--- src/rtl/fetch_stage.sv ---
// Instruction-fetch stage: owns the PC, talks to a variable-latency instruction memory,
// and loads the IF/ID register, with a one-entry skid buffer for words returning under stall.
module fetch_stage #(
    parameter logic [31:0] RESET_PC  = 32'h0000_0000,
    parameter logic [31:0] NOP_INSTR = 32'h0000_0013
) (
    input  logic        clk,
    input  logic        rst,
    input  logic        stall,
    input  logic        redirect_valid,
    input  logic [31:0] redirect_target,
    output logic        imem_req,
    output logic [31:0] imem_addr,
    input  logic        imem_ready,
    input  logic [31:0] imem_rdata,
    output logic        if_id_valid,
    output logic [31:0] if_id_pc,
    output logic [31:0] if_id_pc4,
    output logic [31:0] if_id_instr
);

    typedef enum logic {
        FETCH = 1'b0,
        DRAIN = 1'b1
    } state_t;

    state_t      state, state_n;
    logic [31:0] pc, pc_n;
    logic [31:0] drain_target, drain_target_n;
    logic        buf_valid, buf_valid_n;
    logic [31:0] buf_pc, buf_pc_n;
    logic [31:0] buf_instr, buf_instr_n;
    logic        if_id_valid_n;
    logic [31:0] if_id_pc_n, if_id_instr_n;

    logic        accept;
    logic [31:0] target;
    logic [31:0] pc_plus4;

    assign target    = {redirect_target[31:2], 2'b00};
    assign pc_plus4  = pc + 32'd4;
    // In DRAIN the buffer is always empty, so the request stays up until the stale word lands.
    assign imem_req  = (state == DRAIN) || !buf_valid;
    assign imem_addr = pc;
    assign accept    = imem_req && imem_ready;
    assign if_id_pc4 = if_id_pc + 32'd4;

    // NOTE: every next-state signal gets its hold value first, so no path can infer a latch.
    always_comb begin
        state_n        = state;
        pc_n           = pc;
        drain_target_n = drain_target;
        buf_valid_n    = buf_valid;
        buf_pc_n       = buf_pc;
        buf_instr_n    = buf_instr;
        if_id_valid_n  = if_id_valid;
        if_id_pc_n     = if_id_pc;
        if_id_instr_n  = if_id_instr;

        if (redirect_valid) begin
            if_id_valid_n = 1'b0;
            if_id_instr_n = NOP_INSTR;
            buf_valid_n   = 1'b0;
            if (imem_req && !imem_ready) begin
                // The pending request must complete at its old address before the target is issued.
                state_n        = DRAIN;
                drain_target_n = target;
            end else begin
                state_n = FETCH;
                pc_n    = target;
            end
        end else if (state == DRAIN) begin
            if (accept) begin
                state_n = FETCH;
                pc_n    = drain_target;
            end
            if (!stall) begin
                if_id_valid_n = 1'b0;
                if_id_instr_n = NOP_INSTR;
            end
        end else if (stall) begin
            if (accept) begin
                buf_valid_n = 1'b1;
                buf_pc_n    = pc;
                buf_instr_n = imem_rdata;
                pc_n        = pc_plus4;
            end
        end else if (buf_valid) begin
            if_id_valid_n = 1'b1;
            if_id_pc_n    = buf_pc;
            if_id_instr_n = buf_instr;
            buf_valid_n   = 1'b0;
        end else if (accept) begin
            if_id_valid_n = 1'b1;
            if_id_pc_n    = pc;
            if_id_instr_n = imem_rdata;
            pc_n          = pc_plus4;
        end else begin
            if_id_valid_n = 1'b0;
            if_id_instr_n = NOP_INSTR;
        end
    end

    // NOTE: state registers use non-blocking assignments so every flop samples pre-edge values.
    always_ff @(posedge clk) begin
        if (rst) begin
            state        <= FETCH;
            pc           <= RESET_PC;
            drain_target <= RESET_PC;
            buf_valid    <= 1'b0;
            buf_pc       <= 32'h0;
            buf_instr    <= NOP_INSTR;
            if_id_valid  <= 1'b0;
            if_id_pc     <= 32'h0;
            if_id_instr  <= NOP_INSTR;
        end else begin
            state        <= state_n;
            pc           <= pc_n;
            drain_target <= drain_target_n;
            buf_valid    <= buf_valid_n;
            buf_pc       <= buf_pc_n;
            buf_instr    <= buf_instr_n;
            if_id_valid  <= if_id_valid_n;
            if_id_pc     <= if_id_pc_n;
            if_id_instr  <= if_id_instr_n;
        end
    end

endmodule

--- config.mk ---
export PLATFORM = sky130hd
export DESIGN_NAME = fetch_stage
export DESIGN_NICKNAME = d
export VERILOG_FILES = /design/src/rtl/fetch_stage.sv
export SDC_FILE = /design/constraint.sdc
export NUM_CORES = 1
export LEC_CHECK = 0
export CORE_ASPECT_RATIO = 1.2
export CORE_MARGIN = 2
export CORE_UTILIZATION = 45
export CTS_CLUSTER_SIZE = 24
export DETAILED_ROUTE_END_ITERATION = 8
export DONT_BUFFER_PORTS = 1
export GPL_ROUTABILITY_DRIVEN = 0
export MAX_ROUTING_LAYER = met4
export REMOVE_ABC_BUFFERS = 1
export SYNTH_ARGS = -nofsm -noshare
export SYNTH_HDL_FRONTEND = slang
export SYNTH_SLANG_ARGS = --single-unit
--- constraint.sdc ---
create_clock -name clk -period 4.3 [get_ports clk]
set_clock_uncertainty 0.05 [all_clocks]
set_input_delay 0.86 -clock clk [delete_from_list [all_inputs] [get_ports clk]]
set_output_delay 0.86 -clock clk [all_outputs]
set_load 0.02 [all_outputs]
# ---- After elaboration in Yosys (flattened, before gate mapping)
# Index checks and enable logic that the tools add are counted.
dict set report totals {
  elab_cells 55
  output_inout_bits 130
  input_bits 69
  regBits 193
}
dict set report op_classes {
  n_bitwise 3
  reduce_logical 12
  eq_ne 4
  n_mux 25
  add_sub_neg 2
}
# cell count
set op_table {}
lappend op_table {{32-bit two-way mux} 14}
lappend op_table {{32-bit by 3-bit adder with 32-bit output, second input constant} 2}
lappend op_table {{1-bit two-way mux} 11}
lappend op_table {{4-bit AND reduction} 2}
lappend op_table {{4-bit inequality test, second input constant} 1}
lappend op_table {{2-bit AND reduction} 2}
lappend op_table {{3-bit by 2-bit inequality test with 1-bit output, second input constant} 1}
lappend op_table {{1-bit NOT} 3}
lappend op_table {{3-bit AND reduction} 1}
lappend op_table {{1-bit logical AND} 2}
lappend op_table {{1-bit zero test} 2}
lappend op_table {{2-bit by 1-bit inequality test with 1-bit output, second input constant} 1}
lappend op_table {{2-bit inequality test, second input constant} 1}
lappend op_table {{2-bit nonzero test} 1}
lappend op_table {{2-bit OR reduction} 1}
lappend op_table {{1-bit logical OR} 1}

# ---- Depth between registers and ports, before layout
# Gate-level depths: netlist of run 1.
dict set report logic_depth {
  word_depth 8
  mapped_depth 8
  mapped_depth_nobuf 6
}

# ---- Worst setup path after synthesis of run 1
# Ideal clock, no wire load.
dict set report synth_timing {
  kind {register -> output}
  from {register if_id_pc[2]}
  to {output port if_id_pc4[20]}
  path_slack_ns 1.344
  required_ns 3.390
  arrival_time_ns 2.046
  path_buffers 0
  stages_incl_launch_ff 6
  path_cell_list {dfxtp_1 -> ha_1 -> nand3_1 -> nor4_1 -> nand4_1 -> xnor2_1}
}
dict set report synth_between {
  elab_chain_len 1
}
# element line_no
set synth_rtl {}
lappend synth_rtl {{start, declared} 17} ;# output logic [31:0] if_id_pc,
lappend synth_rtl {{start signal, assigned} 124} ;# if_id_pc <= if_id_pc_n;
lappend synth_rtl {{32-bit by 3-bit adder with 32-bit output} 46} ;# assign if_id_pc4 = if_id_pc + 32'd4;
lappend synth_rtl {{end, declared} 18} ;# output logic [31:0] if_id_pc4,
# No other way between the ends.

# ---- Worst setup path after layout of run 1
dict set report layout_timing {
  from {register if_id_pc[4]}
  to {output port if_id_pc4[21]}
}
# The elaborated chain is that of the path after synthesis.

==> results of run 1 <==
[registers in the layout, summed over array words and instances (netlist names)]
register / flops
buf_instr: 32
buf_pc: 30
buf_valid: 1
drain_target: 30
if_id_instr: 32
if_id_pc: 30
if_id_valid: 1
imem_addr: 30
state: 1
[worst max-delay path: stages (launching register included)]
cell	delay [ps]
dfxtp_1	540
and4_1	270
nand4_1	280
nor3_2	270
buf_4	220
nand2_1	80
xnor2_1	500
[per-layer routing]
| layer | vias up | global-route usage [%] | share of wire [%] |
|---|---|---|---|
| li1 | 3881 | - | - |
| met4 | 0 | 6.67 | 1.7 |
| met5 | - | - | 0 |
| met2 | 237 | 40.0 | 48 |
| met3 | 32 | 5.38 | 6.9 |
| met1 | 3548 | 28.9 | 43 |
[worst paths after layout]
path / end / slack (ps) / start / depth (start not counted)
min reg2reg: buf_instr[15] / 400 / buf_instr[15] / 2
max: if_id_pc4[21] / 770 / if_id_pc[4] / 6
max reg2reg: imem_addr[26] / 1520 / state / 6
min: buf_instr[15] / 400 / buf_instr[15] / 2
[cells in the final DEF (no fill, tap or decap), types with 7 or more instances in the layout]
cell	instances
a211oi_1	36
clkbuf_16	17
a21oi_1	142
o211ai_1	8
nand4_1	13
a22oi_1	9
xnor2_1	26
inv_1	11
and4_1	8
dfxtp_1	186
nand3_1	26
buf_4	12
xor2_1	8
mux2i_1	58
nor3_1	7
nor2_1	118
nand2_1	269
o21ai_0	46
[synth_stat cells (3+ instances only)]
cell      number  area share [%]
xnor2_1       26             2.5
o21ai_0       46             2.5
and2_1         3            0.21
a211oi_1      36             3.0
o31ai_1        3            0.25
o211ai_1       8            0.66
nor3_4         3            0.54
dfxtp_1      187              41
buf_1          4            0.17
nand4_1       13            0.90
nand2_1      269              11
buf_2         14            0.77
nand2b_1       3            0.21
nor2_1       119             4.9
mux2i_1       59             6.5
inv_1         11            0.46
and3_1         6            0.41
nand3_1       26             1.4
or2_2          3            0.21
a31oi_1        5            0.35
and4_1         8            0.77
nor4_1         6            0.41
clkbuf_2       3            0.17
o31a_1         3            0.29
a21oi_1      142             7.8
mux2_2         3            0.37
a22oi_1        9            0.75
nor3_1         7            0.39
a21o_1         4            0.33
a32o_1         3            0.33
clkbuf_1      59             2.4
or3_1          4            0.28
buf_4          8            0.66
clkbuf_8       5            0.76
o21ai_1        3            0.17
xor2_1         8            0.77
buf_6          4            0.50
[power by group through the flow]
stage                     Clock [mW]  Sequential, mW  Combinational, mW
after floorplan                    0            1.97              0.247
after global placement             0            2.00              0.314
after global routing            1.77            1.97              0.362
after detailed placement           0            2.00              0.319
after CTS                       1.69            1.96              0.320
final                           1.66            1.96              0.317
[metrics by stage]
step	util (%)	setup WS [ps]	power [mW]	instance area (sq um)	cells
after global placement	46.0	1240	2.31	9060	1349
after CTS	49.1	747	3.97	9670	1381
after detailed placement	46.0	1220	2.32	9060	1349
final	49.1	774	3.94	9670	1381
after global routing	49.1	611	4.10	9670	1381
after floorplan	-	-766	2.21	8590	1075
[logic make-up (layout without fill, tap and decap cells)]
group	count (synthesis)	after routing	share of synthesized area (%)
AO/OA/AOI/OAI	282	282	18.4
buffers and inverters	109	57	5.96
XOR/XNOR	34	34	3.28
adder cells (fa/ha/maj)	2	2	0.276
multiplexers	62	62	6.89
flip-flops	187	187	41.3
other	1	6	0.0414
AND/OR/NAND/NOR	490	490	23.8
[area by class of cell]
type	count	area [sq um]	area share [%]
tap	261	327	3.38
multi-input combinational	876	4830	49.9
clock inverter	13	161	1.67
sequential	187	3750	38.7
clock buffer	19	453	4.68
timing repair buffer	13	110	1.14
inverter	12	45.0	0.466
==> results.txt, run 1 <==
- Timing would allow up to ~0.28 GHz.
- The first routing iteration left 440 violations.
* Worst Tran Pin Value: between 1000 and 1500 ps
* Largest net degree at the start of global routing: around 150
- Clock insertion delay at the later pin of the skew report: ~440 ps
- Post-synth EDFFs: 0
- Total power divided by cell area: between 400 and 500 mW/mm^2
- Hpwl dp: 16000 microns
* Area Growth Syn to Fin: 6.68%
- Post-CTS resize count: 0
* Worst path arrival time: between 2000 and 3000 ps
- Combinational cells account for 8.0% of the total power.
- Shortest period the worst path allows: roughly 3500 ps
* Setup TNS after final layout: 0 ps
* Setup-failing EPs final: 0
* Clock sink total: 187
* # rows: 56
- Routed length per placed instance: between 15 and 20 microns
* Number of filler instances in the final layout: between 1500 and 2000
- For this run, the leading register cell type out of synthesis is dfxtp_1.
- Number of global-route vias before repair: 7272
- During I/O placement, the number of pins put on the boundary was ~200.
* Share of flip-flops with an asynchronous set or reset after synthesis: 0%
- Summing every instance area after synthesis gives around 0.0091 sq mm.
- For this design, the CTS-stage hold fixing added 0 buffers.
* Synthesis Warnings: 0
- Wire length of the first global-routing pass: ~40000 microns
- The final critical path takes up between 80% and 90% of the cycle.
* Unrepaired setup endpoints after global routing: false
- Post-synthesis sequential element count: about 190
- Total count of max-transition violations in the final report: 0
- Die Area: 0.0213 sq mm
- Of all nets on the critical path, the largest fanout is 8.
- Buffers inserted during post-CTS setup optimization: 0
* Via Count: between 7000 and 8000
* CTS tree: built
* Remaining routing DRC violations: 0
* Root Driver: clkbuf_16
* Relative slew slack: between 20% and 30%
- Maximum root-to-sink buffer count: 2
- The count of buffers added on input and output ports is 0.
- The floorplan step set the die width to approximately 130 microns.
- Startpoint-to-endpoint class of the critical path: flop to output port
- STA classifies the critical path endpoint as an output port.
* Total gr overflow: 0
- Global-route total usage across every layer: a little under a quarter
- In this run the vertical extent of the chip is approximately 160 microns.
- TritonCTS Buffers: 17
* Post-Syn Instances: ~1200
- Peak supply drop: between 0.2 and 0.3 mV
- In this run the remaining antenna-violating nets after routing total 0.
* Share of total power in the clock network: between 40% and 50%
- Worst EP required: roughly 3400 ps
* Cell leakage power: about 3.2 nW
- Placeable core region: around 0.020 sq mm
- Clock-pin slew was measured on the worst setup and hold paths at about 70 ps.
* Part of the power in registers: between 40% and 50%
- Dividing the synthesized area by the synthesized cell count gives just under 8 sq um.
- Maximum level of the CTS H-tree: 4
* Wire length reported by the detailed router: ~25000 microns
* Outcome: completed
- Hold_ws: 401 ps
- Final count of hold timing violations: 0
- Count of maximum capacitance violations: 0
* Critical Path Source Type: flop
- The first detailed-routing pass ran for 5 iterations.
- Vias per cell: between 5 and 6
- Switching Fraction: 27.0%
- For this design the total switching power over the nets is approximately 1.1 mW.
- Initial core utilization: a little under half
* Share of cells above drive strength 1: under 10%
* Antenna violations before repair: 0
- In this run the worst hold path is classified as flop to flop.
- Internal portion of total power: approximately 2.9 mW
- Post-layout nets: roughly 1200
- For this run, the register share of the synthesized area comes to around 41%.
- Cell variety after synth: between 60 and 70
- 0 antenna diodes ended up in the layout.
No activity file was read; power rests on OpenSTA's default activity.
==> inputs of run 2 (changes only) <==
- clock period: 4.3 -> 3.5 ns (I/O delays scaled with it)
==> run 2 against run 1 <==
Against the previous run:
- worst setup slack worse by 490 ps
- clock power is 20% higher
- final cell count grew 1.1%
- core utilization is 0.48 points higher
- largest power group unchanged
- highest routed layer unchanged
==> results.txt, run 2 (synthesis results as in run 1) <==
- In this run, placement finished with an instance count of between 1000 and 1500.
* Antenna cell count: 0
* Die span in x: ~130 microns
- Die Area: 0.0213 sq mm
- Wires add up to 24600 microns.
* Placeable core region: 0.0197 sq mm
- Unrepaired setup endpoints after global routing: false
- Setup TNS after final layout: 0 ps
- Global-route total usage across every layer: between 20% and 30%
- In this run, the clock network consumes roughly two fifths of the power.
- Antenna-violating nets left: 0
- I/O pin cnt: around 200
* Total gr overflow: 0
- The initialized floorplan defines between 50 and 60 standard-cell rows.
- Dividing total power by cell area gives a power density of slightly below 500 mW/mm^2.
* Maximum achievable frequency: just over 0.3 GHz
- Worst path max stage delay: 550 ps
* Leading cell types in the layout, fill and taps excluded: nand2_1 (269), dfxtp_1 (186), a21oi_1 (142)
* DP Area: around 0.009 sq mm
* Net switching power figure: ~1.4 mW
- Type of destination of the critical path: output port
* Remaining routing DRC violations: 0
* Peak supply drop: ~0.36 mV
- Wire length of the first global-routing pass: 39200 microns
- After detailed routing, the average wire length per cell comes to ~18 microns.
- TritonCTS built the clock tree.
* Antenna violations before repair: 0
- Before antenna repair, the detailed router went through 5 iterations.
* Post-route insts no fill: 1396
- Top Registers: buf_instr x32, if_id_instr x32
* Critical Path Source Type: flop
* Worst Setup SP: if_id_pc[4]
- Root Driver: clkbuf_16
* Worst Tran Pin Value: ~740 ps
- Post-CTS resize count: 0
* Count of maximum capacitance violations: 0
* Clock sink total: 187
- Clock insertion delay at the later pin of the skew report: 440 ps
* Setup-failing EPs final: 0
* Outcome: completed
- Internal portion of total power: 3.46 mW
- Relative slew slack: about half
* Worst EP required: roughly 2800 ps
- Number of filler instances in the final layout: around 2000
- Cells with a size suffix above 1 make up 7.75% of the layout.
- The final hold violation count is 0.
* Worst-path clk slew: approximately 70 ps
* Worst R2R Setup Slack: ~1100 ps
* Vert. Die Dim: approximately 160 microns
* Class of the worst hold path: input port to flop
- The number of global-route vias before repair was between 7000 and 8000.
* Cell leakage power: between 3 and 4 nW
* Fraction of the cycle the final worst path needs: 92.0%
- After the first detailed-routing iteration, the DRC count stood at just over 400.
- Worst path arrival time: 2470 ps
- Cell family contributing the most delay on the critical path: simple AND/OR/NAND/NOR gates
- Via Count: ~7700
- The count of buffers added on input and output ports is 0.
- Vias per cell: roughly 5.5
- The final max-slew violation count is 0.
- Buffers inserted during post-CTS setup optimization: 0
- Hpwl dp: 15900 microns
- No sink is reached through more buffers than the 2 on the longest clock path.
* Post-layout nets: between 1000 and 1500
* Hold_ws: about 290 ps
- The startpoint identified for the worst register-to-register timing path is imem_addr[4].
- Most common library cell in the layout ignoring fill and taps: nand2_1
- Shortest period the worst path allows: roughly 3200 ps
* Maximum level of the CTS H-tree: 4
* Part of the power in registers: 49.7%
* Launch point of the worst hold path: rst
* Quantity of hold-fixing buffers added after cts: 0
- Slowest library cell on the worst path: dfxtp_1
* Final Instance Area: around 0.0098 sq mm
- Top fanout value on the critical path: 8
* Startpoint-to-endpoint class of the critical path: flop to output port
- The critical path contains buffers and inverters numbering 2 combined.
* Portion of total power attributed to combinational logic: 8.6%
- Summing internal, switching and leakage power gives 4.81 mW.
* Area Growth Syn to Fin: 7.71%
- Buffers inserted during clock tree synthesis total 17.
- Walking the worst path, the cells encountered are and4_1 > nand4_1 > nor3_2 > buf_4 > nand4_1 > xnor2_1 > buf_4.
* Initial core utilization: 46.0%
* Largest net degree at the start of global routing: 147
- Switching Fraction: 28.2%
run 2: cell count changes in the layout (fill, tap and decap cells not counted), moves of 2 or more:
cell | before | now
buf_4 | 12 | 28
clkinv_4 | 1 | 7
clkinv_2 | 4 | 0
inv_8 | 0 | 4
inv_6 | 4 | 1
clkbuf_8 | 2 | 0
run 2: power by group through the flow:
stage / registers [mW] / logic, mW / clock network (mW)
2_1_floorplan: 2.42 / 0.303 / 0
3_3_place_gp: 2.44 / 0.412 / 0
3_5_place_dp: 2.44 / 0.417 / 0
4_1_cts: 2.39 / 0.418 / 2.05
5_1_grt: 2.40 / 0.468 / 2.13
6_report: 2.39 / 0.415 / 2.00
run 2: per-layer routing:
| layer | routed length (microns) | global-route usage, % |
|---|---|---|
| met1 | 10600 | 27.8 |
| met2 | 11800 | 38.6 |
| met3 | 1680 | 6.62 |
| met4 | 512 | 7.11 |
| met5 | 0 | - |
run 2: final cells by class:
type | count | area (sq um) | share of cell area, %
clock inverter | 15 | 183 | 1.87
tap | 261 | 327 | 3.34
clock buffer | 17 | 425 | 4.36
inverter | 12 | 45.0 | 0.461
timing repair buffer | 28 | 210 | 2.15
multi-input combinational | 876 | 4830 | 49.4
sequential | 187 | 3750 | 38.4
run 2: worst paths after layout:
path	to	cells past startpoint
worst max-delay path	if_id_pc4[29]	7
worst min register to register	buf_pc[10]	2
worst max register to register	imem_addr[20]	5
worst min-delay path	drain_target[4]	1
run 2: worst reg2reg max path, delay by kind of cell (launching register included):
kind | cells | cell delay [ps]
AOI/OAI and AO/OA | 2 | 360
DFF | 1 | 700
and+or+nand+nor | 3 | 1190
run 2: through the flow:
step           utilization, %  setup WS [ps]
6_report                 49.6            280
5_1_grt                  49.6           47.6
4_1_cts                  49.6            235
3_5_place_dp             46.5            711
3_3_place_gp             46.5            745
2_1_floorplan               -          -1570
